**src/rtl/dma_dev_arbiter.sv**
```systemverilog
// dma_dev_arbiter: shares one dma_controller device port among NUM_CH devices, round-robin unless DMA_ARB_FIXED_PRIO_EN selects fixed priority
module dma_dev_arbiter #(
  parameter int NUM_CH = 4,
  parameter int ADD_LEN = 16,
  parameter int DATA_LEN = 16
) (
  input  logic                        clk,
  input  logic                        reset,
  input  logic [NUM_CH-1:0]           ch_rqst,
  input  logic [NUM_CH-1:0]           ch_rd_wr,
  input  logic [NUM_CH*ADD_LEN-1:0]   ch_num_words,
  input  logic [NUM_CH*(ADD_LEN+1)-1:0] ch_start_addr,
  input  logic [NUM_CH-1:0]           ch_dev_ack,
  input  logic [NUM_CH*DATA_LEN-1:0]  ch_dev_in,
  output logic [NUM_CH-1:0]           ch_grant,
  output logic [NUM_CH-1:0]           ch_dma_ack,
  output logic [NUM_CH-1:0]           ch_end_flag,
  output logic [DATA_LEN-1:0]         dev_out,
  output logic                        busy,
  output logic [$clog2(NUM_CH)-1:0]   grant_id,
  output logic                        dma_rqst,
  output logic                        dma_rd_wr,
  output logic [ADD_LEN-1:0]          dma_num_words,
  output logic [ADD_LEN:0]            dma_start_addr,
  output logic                        dma_dev_ack,
  output logic [DATA_LEN-1:0]         dma_dev_in,
  input  logic                        dma_ack,
  input  logic                        dma_end_flag,
  input  logic [DATA_LEN-1:0]         dma_dev_out
);
  localparam int IW = $clog2(NUM_CH);
  typedef enum logic [1:0] {IDLE, REQ, BUSY, RELEASE} state_t;
  state_t state, state_nx;
  logic [NUM_CH-1:0] rqst_q, pending, grant, win_oh;
  logic [IW-1:0] win, idx;
  logic [DATA_LEN-1:0] dev_in_a [NUM_CH];
  logic [ADD_LEN-1:0] nw_a [NUM_CH];
  logic [ADD_LEN:0] sa_a [NUM_CH];
  logic go, in_busy;
  for (genvar i = 0; i < NUM_CH; i++) begin : g_unpack
    assign dev_in_a[i] = ch_dev_in[i*DATA_LEN +: DATA_LEN];
    assign nw_a[i] = ch_num_words[i*ADD_LEN +: ADD_LEN];
    assign sa_a[i] = ch_start_addr[i*(ADD_LEN+1) +: ADD_LEN+1];
  end
`ifdef DMA_ARB_FIXED_PRIO_EN
  always_comb begin
    win = '0;
    idx = '0;
    for (int i = NUM_CH - 1; i >= 0; i--) begin
      idx = IW'(i);
      if (pending[idx]) win = idx;
    end
  end
`else
  logic [IW-1:0] last;
  always_comb begin
    win = '0;
    idx = '0;
    for (int k = NUM_CH; k >= 1; k--) begin
      idx = IW'((int'(last) + k) % NUM_CH);
      if (pending[idx]) win = idx;
    end
  end
  always_ff @(posedge clk or posedge reset)
    if (reset) last <= IW'(NUM_CH - 1);
    else if (state == RELEASE) last <= grant_id;
`endif
  assign go = state == IDLE && |pending;
  assign win_oh = NUM_CH'(1) << win;
  assign in_busy = state == BUSY;
  always_ff @(posedge clk or posedge reset)
    if (reset) state <= IDLE;
    else state <= state_nx;
  always_comb begin
    state_nx = state;
    state_nx = go ? REQ : state == REQ ? BUSY : (in_busy && dma_end_flag) ? RELEASE : state == RELEASE ? IDLE : state;
  end
  always_ff @(posedge clk or posedge reset)
    if (reset) begin
      rqst_q <= '0;
      pending <= '0;
      grant <= '0;
      grant_id <= '0;
      dma_rd_wr <= 1'b0;
      dma_num_words <= '0;
      dma_start_addr <= '0;
    end else begin
      rqst_q <= ch_rqst;
      pending <= (pending & ~(go ? win_oh : '0)) | (ch_rqst & ~rqst_q);
      grant <= go ? win_oh : state == RELEASE ? '0 : grant;
      if (go) begin
        grant_id <= win;
        dma_rd_wr <= ch_rd_wr[win];
        dma_num_words <= nw_a[win];
        dma_start_addr <= sa_a[win];
      end
    end
  assign busy = state != IDLE;
  assign dma_rqst = state == REQ;
  assign ch_grant = grant;
  assign ch_end_flag = state == RELEASE ? grant : '0;
  assign ch_dma_ack = (in_busy && dma_ack) ? grant : '0;
  assign dma_dev_ack = in_busy && ch_dev_ack[grant_id];
  assign dma_dev_in = in_busy ? dev_in_a[grant_id] : '0;
  assign dev_out = dma_dev_out;
endmodule

```
**config.mk**
```make
export PLATFORM = sky130hd
export DESIGN_NAME = dma_dev_arbiter
export DESIGN_NICKNAME = d
export VERILOG_FILES = /design/src/rtl/dma_dev_arbiter.sv
export SDC_FILE = /design/constraint.sdc
export NUM_CORES = 1
export LEC_CHECK = 0
export BUFFER_PORTS_ARGS = -buffer_cell sky130_fd_sc_hd__buf_2
export CAP_MARGIN = 20
export CORE_AREA = 3 3 120 122
export DETAILED_ROUTE_END_ITERATION = 7
export DIE_AREA = 0 0 123 125
export PLACE_DENSITY = 0.65
export RECOVER_POWER = 50
export SYNTH_ARGS = -nofsm -noshare
export SYNTH_HDL_FRONTEND = slang
export SYNTH_SLANG_ARGS = --single-unit
```
**constraint.sdc**
```tcl
create_clock -name clk -period 2.3 [get_ports clk]
set_clock_uncertainty 0.15 [all_clocks]
set_input_delay 0.115 -clock clk [delete_from_list [all_inputs] [get_ports clk]]
set_output_delay 0.115 -clock clk [all_outputs]
set_load 0.01 [all_outputs]
```
== Yosys cells after proc, flatten, opt, wreduce, memory -nomap -nowiden ==
Cells that the tools add are included.

* Bits in registers: 52
* Word-level logic and storage cells: 76
* Input port bits: 228
* Output and inout bits: 83

* Multiplexer cells: 35
* Shift-type cells: 1
* Add/sub/neg operators: 4
* Bitwise gates (word level): 7
* $lt $le $gt $ge: 8
* Equality and inequality tests: 3
* Reduce and logical (&&, ||, !) cells: 9

{| class="wikitable"
|+ Operators with widths
! operator !! number
|-
| 16-bit 2-to-1 mux || 5
|-
| 16-bit binary-select mux with 2-bit select || 2
|-
| 17-bit binary-select mux with 2-bit select || 1
|-
| 17-bit 2-to-1 mux || 2
|-
| 4-bit 2-to-1 mux || 5
|-
| 2-bit by 3-bit less-than comparator with 1-bit output (second input constant) || 6
|-
| 2-bit 2-to-1 mux || 8
|-
| 1-bit binary-select mux with 2-bit select || 6
|-
| 4-bit bitwise AND || 2
|-
| 4-bit inverter || 2
|-
| 3-bit greater-or-equal comparator (second input constant) || 2
|-
| 1-bit 2-to-1 mux || 6
|-
| 2-bit inverter with 3-bit output || 2
|-
| 2-bit by 1-bit adder with 2-bit output (second input constant) || 2
|-
| 2-bit adder (second input constant) || 2
|-
| 2-bit equality test (second input constant) || 2
|-
| 1-bit logical AND || 4
|-
| 4-bit bitwise OR || 1
|-
| 2-bit nonzero test || 2
|-
| 4-bit nonzero test || 1
|-
| 4-bit OR reduction || 1
|-
| 1-bit by 2-bit left shift with 4-bit output (first input constant) || 1
|-
| 2-bit by 1-bit equality test with 1-bit output (second input constant) || 1
|-
| 2-bit zero test || 1
|}

== Longest topological paths before layout ==
* Depth after elaboration: 12
* Depth in mapped cells: 10
* Mapped depth without buffers: 5

== Worst setup path after synthesis ==
OpenSTA, ideal clock, no wires.

* Path kind: reg2reg
* Start point: reg pending[2]
* End point: reg dma_start_addr[0]
* Path buffers: 4
* Clock period less this slack: 1,970 ps
* Cell stages (with the launch flop): 10
* Setup slack: 330 ps
* Arrival: 1,678 ps
* Setup time: 142 ps
* Required time: 2,008 ps
* Path through: dfrtp_1 > nand2b_1 > a21o_1 > buf_2 > and3_1 > buf_2 > buf_6 > buf_2 > a211oi_1 > a211oi_1

* Word-level cells in the longest chain between the ends: 10
* Elaborated cells between the ends (all ways): 18
* Classes of those cells: mux: 15; bitwise: 1; reduce/logical: 2

{| class="wikitable"
|+ RTL lines
! element !! line !! RTL
|-
| start, declared || 34 || <nowiki>logic [NUM_CH-1:0] rqst_q, pending, grant, win_oh;</nowiki>
|-
| start signal, assigned || 89 || <nowiki>pending <= (pending & ~(go ? win_oh : '0)) | (ch_rqst & ~rqst_q);</nowiki>
|-
| 1-bit binary-select mux with 2-bit select || 61 || <nowiki>if (pending[idx]) win = idx;</nowiki>
|-
| 1-bit 2-to-1 mux (not written as such) || 61 ||
|-
| 2-bit 2-to-1 mux (4 in a row) || 61 ||
|-
| 2-bit inverter with 3-bit output (not written as such) || 95 || <nowiki>dma_start_addr <= sa_a[win];</nowiki>
|-
| 17-bit binary-select mux with 2-bit select || 95 ||
|-
| 17-bit 2-to-1 mux (not written as such) (2 in a row) || 95 ||
|-
| end signal, assigned || 95 ||
|-
| end, declared || 24 || <nowiki>output logic [ADD_LEN:0] dma_start_addr,</nowiki>
|}

Parallel ways exist; a longest one is shown, timed or not. The select of a mux whose other input is x is not followed.
A chain may end at the register's enable or synchronous reset.

== Worst setup path in the final report ==
* Start point: reg grant_id[0]
* End point: out dma_dev_in[15]

* Word-level cells in the longest chain between the ends: 5

{| class="wikitable"
|+ RTL lines
! element !! line !! RTL
|-
| start, declared || 20 || <nowiki>output logic [$clog2(NUM_CH)-1:0] grant_id,</nowiki>
|-
| start signal, assigned || 92 || <nowiki>grant_id <= win;</nowiki>
|-
| 2-bit inverter with 3-bit output (not written as such) || 104 || <nowiki>assign dma_dev_in = in_busy ? dev_in_a[grant_id] : '0;</nowiki>
|-
| 16-bit binary-select mux with 2-bit select || 104 ||
|-
| 16-bit 2-to-1 mux (not written as such) (2 in a row) || 104 ||
|-
| 16-bit 2-to-1 mux || 104 ||
|-
| end, declared || 26 || <nowiki>output logic [DATA_LEN-1:0] dma_dev_in,</nowiki>
|}

Every way passes these cells. The select of a mux whose other input is x is not followed.

==> reports/results.txt <==
CP startpoint kind = flip-flop
internal power = 3.853 mW
worst-margin pin slew = 1.086 ns
critical path class = reg -> out
Fin. Hold Viols = 0
# diodes = 0
Hold Path Class = in -> reg
post-synthesis xor/xnor area fraction = 0%
number of I/O pins = 311
Max Cap Violations = 0
status = completed
Final Max Slew Viols = 0
detailed placer's ending HPWL = 11.30 mm
synthesized flop and latch total = 52
Synth top cells by count = a211oi_1 (68), dfrtp_1 (50), inv_1 (41), nor2_1 (36), a31oi_1 (35)
largest family of logic cells by synthesized area = compound AO/OA/AOI/OAI gates
hold path start = ch_start_addr[35]
Critical Path End Type = primary output
Hold Slack = 0.007171 ns
drt pass-1 iters = 4
Cell Area, Synth = 0.003784 sq mm
WL/cell = 17.16 um
global route total overflow = 0
largest cells by area after synthesis = dfrtp_1 (33%), a211oi_1 (13%), mux4_2 (10%)
core area = 0.01330 sq mm
nets@finish = 924
Fmax = 0.4881 GHz
EDFF count, synth = 0
Final Critical Period = 2.049 ns
net switching fraction of the power = 46.39%
Post-CTS Resized = 0
DRT antenna net count = 0
post-synthesis mux area share = 19.71%
Synth Area in Adders = 0%
largest net degree at the start of global routing = 36
Avg Inst Size Synth = 9.412 sq um
number of global-route vias before repair = 4491
Comb pwr share = 65.9%
die width = 123 um
Rows = 42
CTS tree = yes
clock tree root driver cell = clkbuf_16
WL final = 14.99 mm
largest area contributor in the netlist = dfrtp_1
GRT Util Overall = 18.49%
Yosys cell types = 32
initial antenna violation count = 0
Yosys warnings = 0
Clk pwr share = 11.0%
via count = 4317
post-synth net total = 630
RSZ-0062 raised after global routing = no
Final period util = 89.08%
area fraction of the dominant cell type after synthesis = 33.07%
post-layout util = 43.74%
setup TNS = 0 ns
Synth-to-Final Area Change = 53.70%
CTS H-Tree Depth = 2
post-synthesis compound-gate area fraction = 22.35%
PwrDens = 1236 mW/mm^2
commonest register cell after synthesis = dfrtp_1
clock buffer depth = 2
Flop pwr share = 23.0%
reg2reg start = pending[3]$_DFF_PP0_
DRT iter0 DRCs = 222
simple-gate share of the synthesized area = 11.14%
max_slew headroom = 27.52%
share of cells above drive strength 1 = 42.04%
Static Leakage = 2.875 nW
Async SR Flop Fraction = 100.0%
vias per cell = 4.945
sequential-to-total area share from yosys stat = 34.46%
Initial Util = 28.46%
Tot Pwr = 7.186 mW
Num CTS Buffers = 5
most common cell in the netlist = a211oi_1
die area = 0.01538 sq mm
worst setup path startpoint = grant_id[0]$_DFFE_PP0P_
Final setup violation count = 0
Syn Inst Count = 402
Critical Path AT = 1.78 ns
DRC Markers = 0
worst path required time = 2.04 ns
Clock Sinks = 52
Crit Path Max Fanout = 18
clk_lat worst skew = 0.30 ns
Psw = 3.333 mW
peak supply drop = 0.0004620 V
RD Place Congestion = 0.7577
Die Span Y = 125 um
first-pass GRT wire length = 22.58 mm
Clock Pin Slew Worst Setup and Hold Paths = 0.08 ns
number of port buffers = 278
[through the flow]
step / std cells / setup slack [ns] / instance area (sq um)
final: 873 / 0.2512 / 5816
after floorplan: 402 / 0.3303 / 3784
after global routing: 873 / 0.1108 / 5816
after CTS: 872 / 0.2310 / 5858
after global placement: 823 / 0.3243 / 5298
after detailed placement: 823 / 0.3204 / 5298
[layout make-up]
class	count	area (sq um)
timing repair buffer	339	1952
clock inverter	3	25.02
tap	176	220.2
sequential	52	1304
fill	1348	7480
inverter	41	153.9
clock buffer	5	125.1
multi-input combinational	257	2036
[placed cells by master (no fill, tap or decap), types with 4 or more instances in the layout]
| master | count |
|---|---|
| clkbuf_16 | 5 |
| inv_1 | 41 |
| nor2b_1 | 4 |
| buf_12 | 4 |
| and3_1 | 8 |
| clkbuf_1 | 42 |
| buf_2 | 236 |
| and2_1 | 17 |
| mux2i_1 | 34 |
| mux4_2 | 17 |
| o21ai_0 | 5 |
| a211oi_1 | 68 |
| nor2_1 | 36 |
| dfrtp_1 | 50 |
| dlygate4sd3_1 | 42 |
| buf_4 | 15 |
| nand2_1 | 8 |
| nand3_1 | 5 |
| a31oi_1 | 35 |
[kinds of logic (layout without fill, tap and decap cells)]
| family | after synthesis | count (layout) |
|---|---|---|
| AOI/OAI and AO/OA | 118 | 118 |
| buffers and inverters | 93 | 388 |
| and+or+nand+nor | 86 | 86 |
| muxes | 53 | 53 |
| DFF | 52 | 52 |
[metal layers]
metal / up-vias / routed length (um) / GRT usage, %
met3: 38 / 1411 / 3.297
met2: 244 / 7804 / 35.73
met4: 0 / 544 / 7.362
li1: 2040 / - / -
met1: 1995 / 5224 / 19.26
met5: - / 0 / 0
[power groups by stage]
stage          combinational [mW]  clock [mW]  sequential (mW)
2_1_floorplan                3.19           0             1.76
3_3_place_gp                 4.77           0             1.66
3_5_place_dp                 4.83           0             1.66
4_1_cts                      4.89       0.824             1.65
5_1_grt                      5.17       0.860             1.73
6_report                     4.74       0.792             1.66
[path summary, 6_finish.rpt]
| check | to | slack [ns] | depth (start not counted) |
|---|---|---|---|
| worst min register to register | pending[1]$_DFF_PP0_ | 0.29 | 1 |
| min in group asynchronous | dma_start_addr[12]$_DFFE_PP0P_ | 0.50 | 3 |
| worst max register to register | dma_start_addr[13]$_DFFE_PP0P_ | 0.32 | 6 |
| worst max-delay path | dma_dev_in[15] | 0.25 | 4 |
| max in group asynchronous | last[0]$_DFFE_PP1P_ | 0.70 | 4 |
| worst min-delay path | dma_start_addr[1]$_DFFE_PP0P_ | 0.007 | 3 |
[state kept, by name, summed over array words and instances, names as in the netlist]
name and cells:
dma_start_addr 17, dma_num_words 16, ch_grant 4, pending 4, rqst_q 4, grant_id 2, last 2, state 2
dma_rd_wr 1
[what timing repair did]
| action | CTS | global route |
|---|---|---|
| setup buffers | 0 | 0 |
| hold buffers | 41 | 1 |
| hold endpoints to repair | 55 | 1 |
[worst max-delay path, stage by stage, from the launching register on]
cell and delay (ns):
dfrtp_1 0.42, buf_12 0.21, mux4_2 0.50, and2_1 0.21, buf_2 0.15
Power figures use the tool's default switching activity.
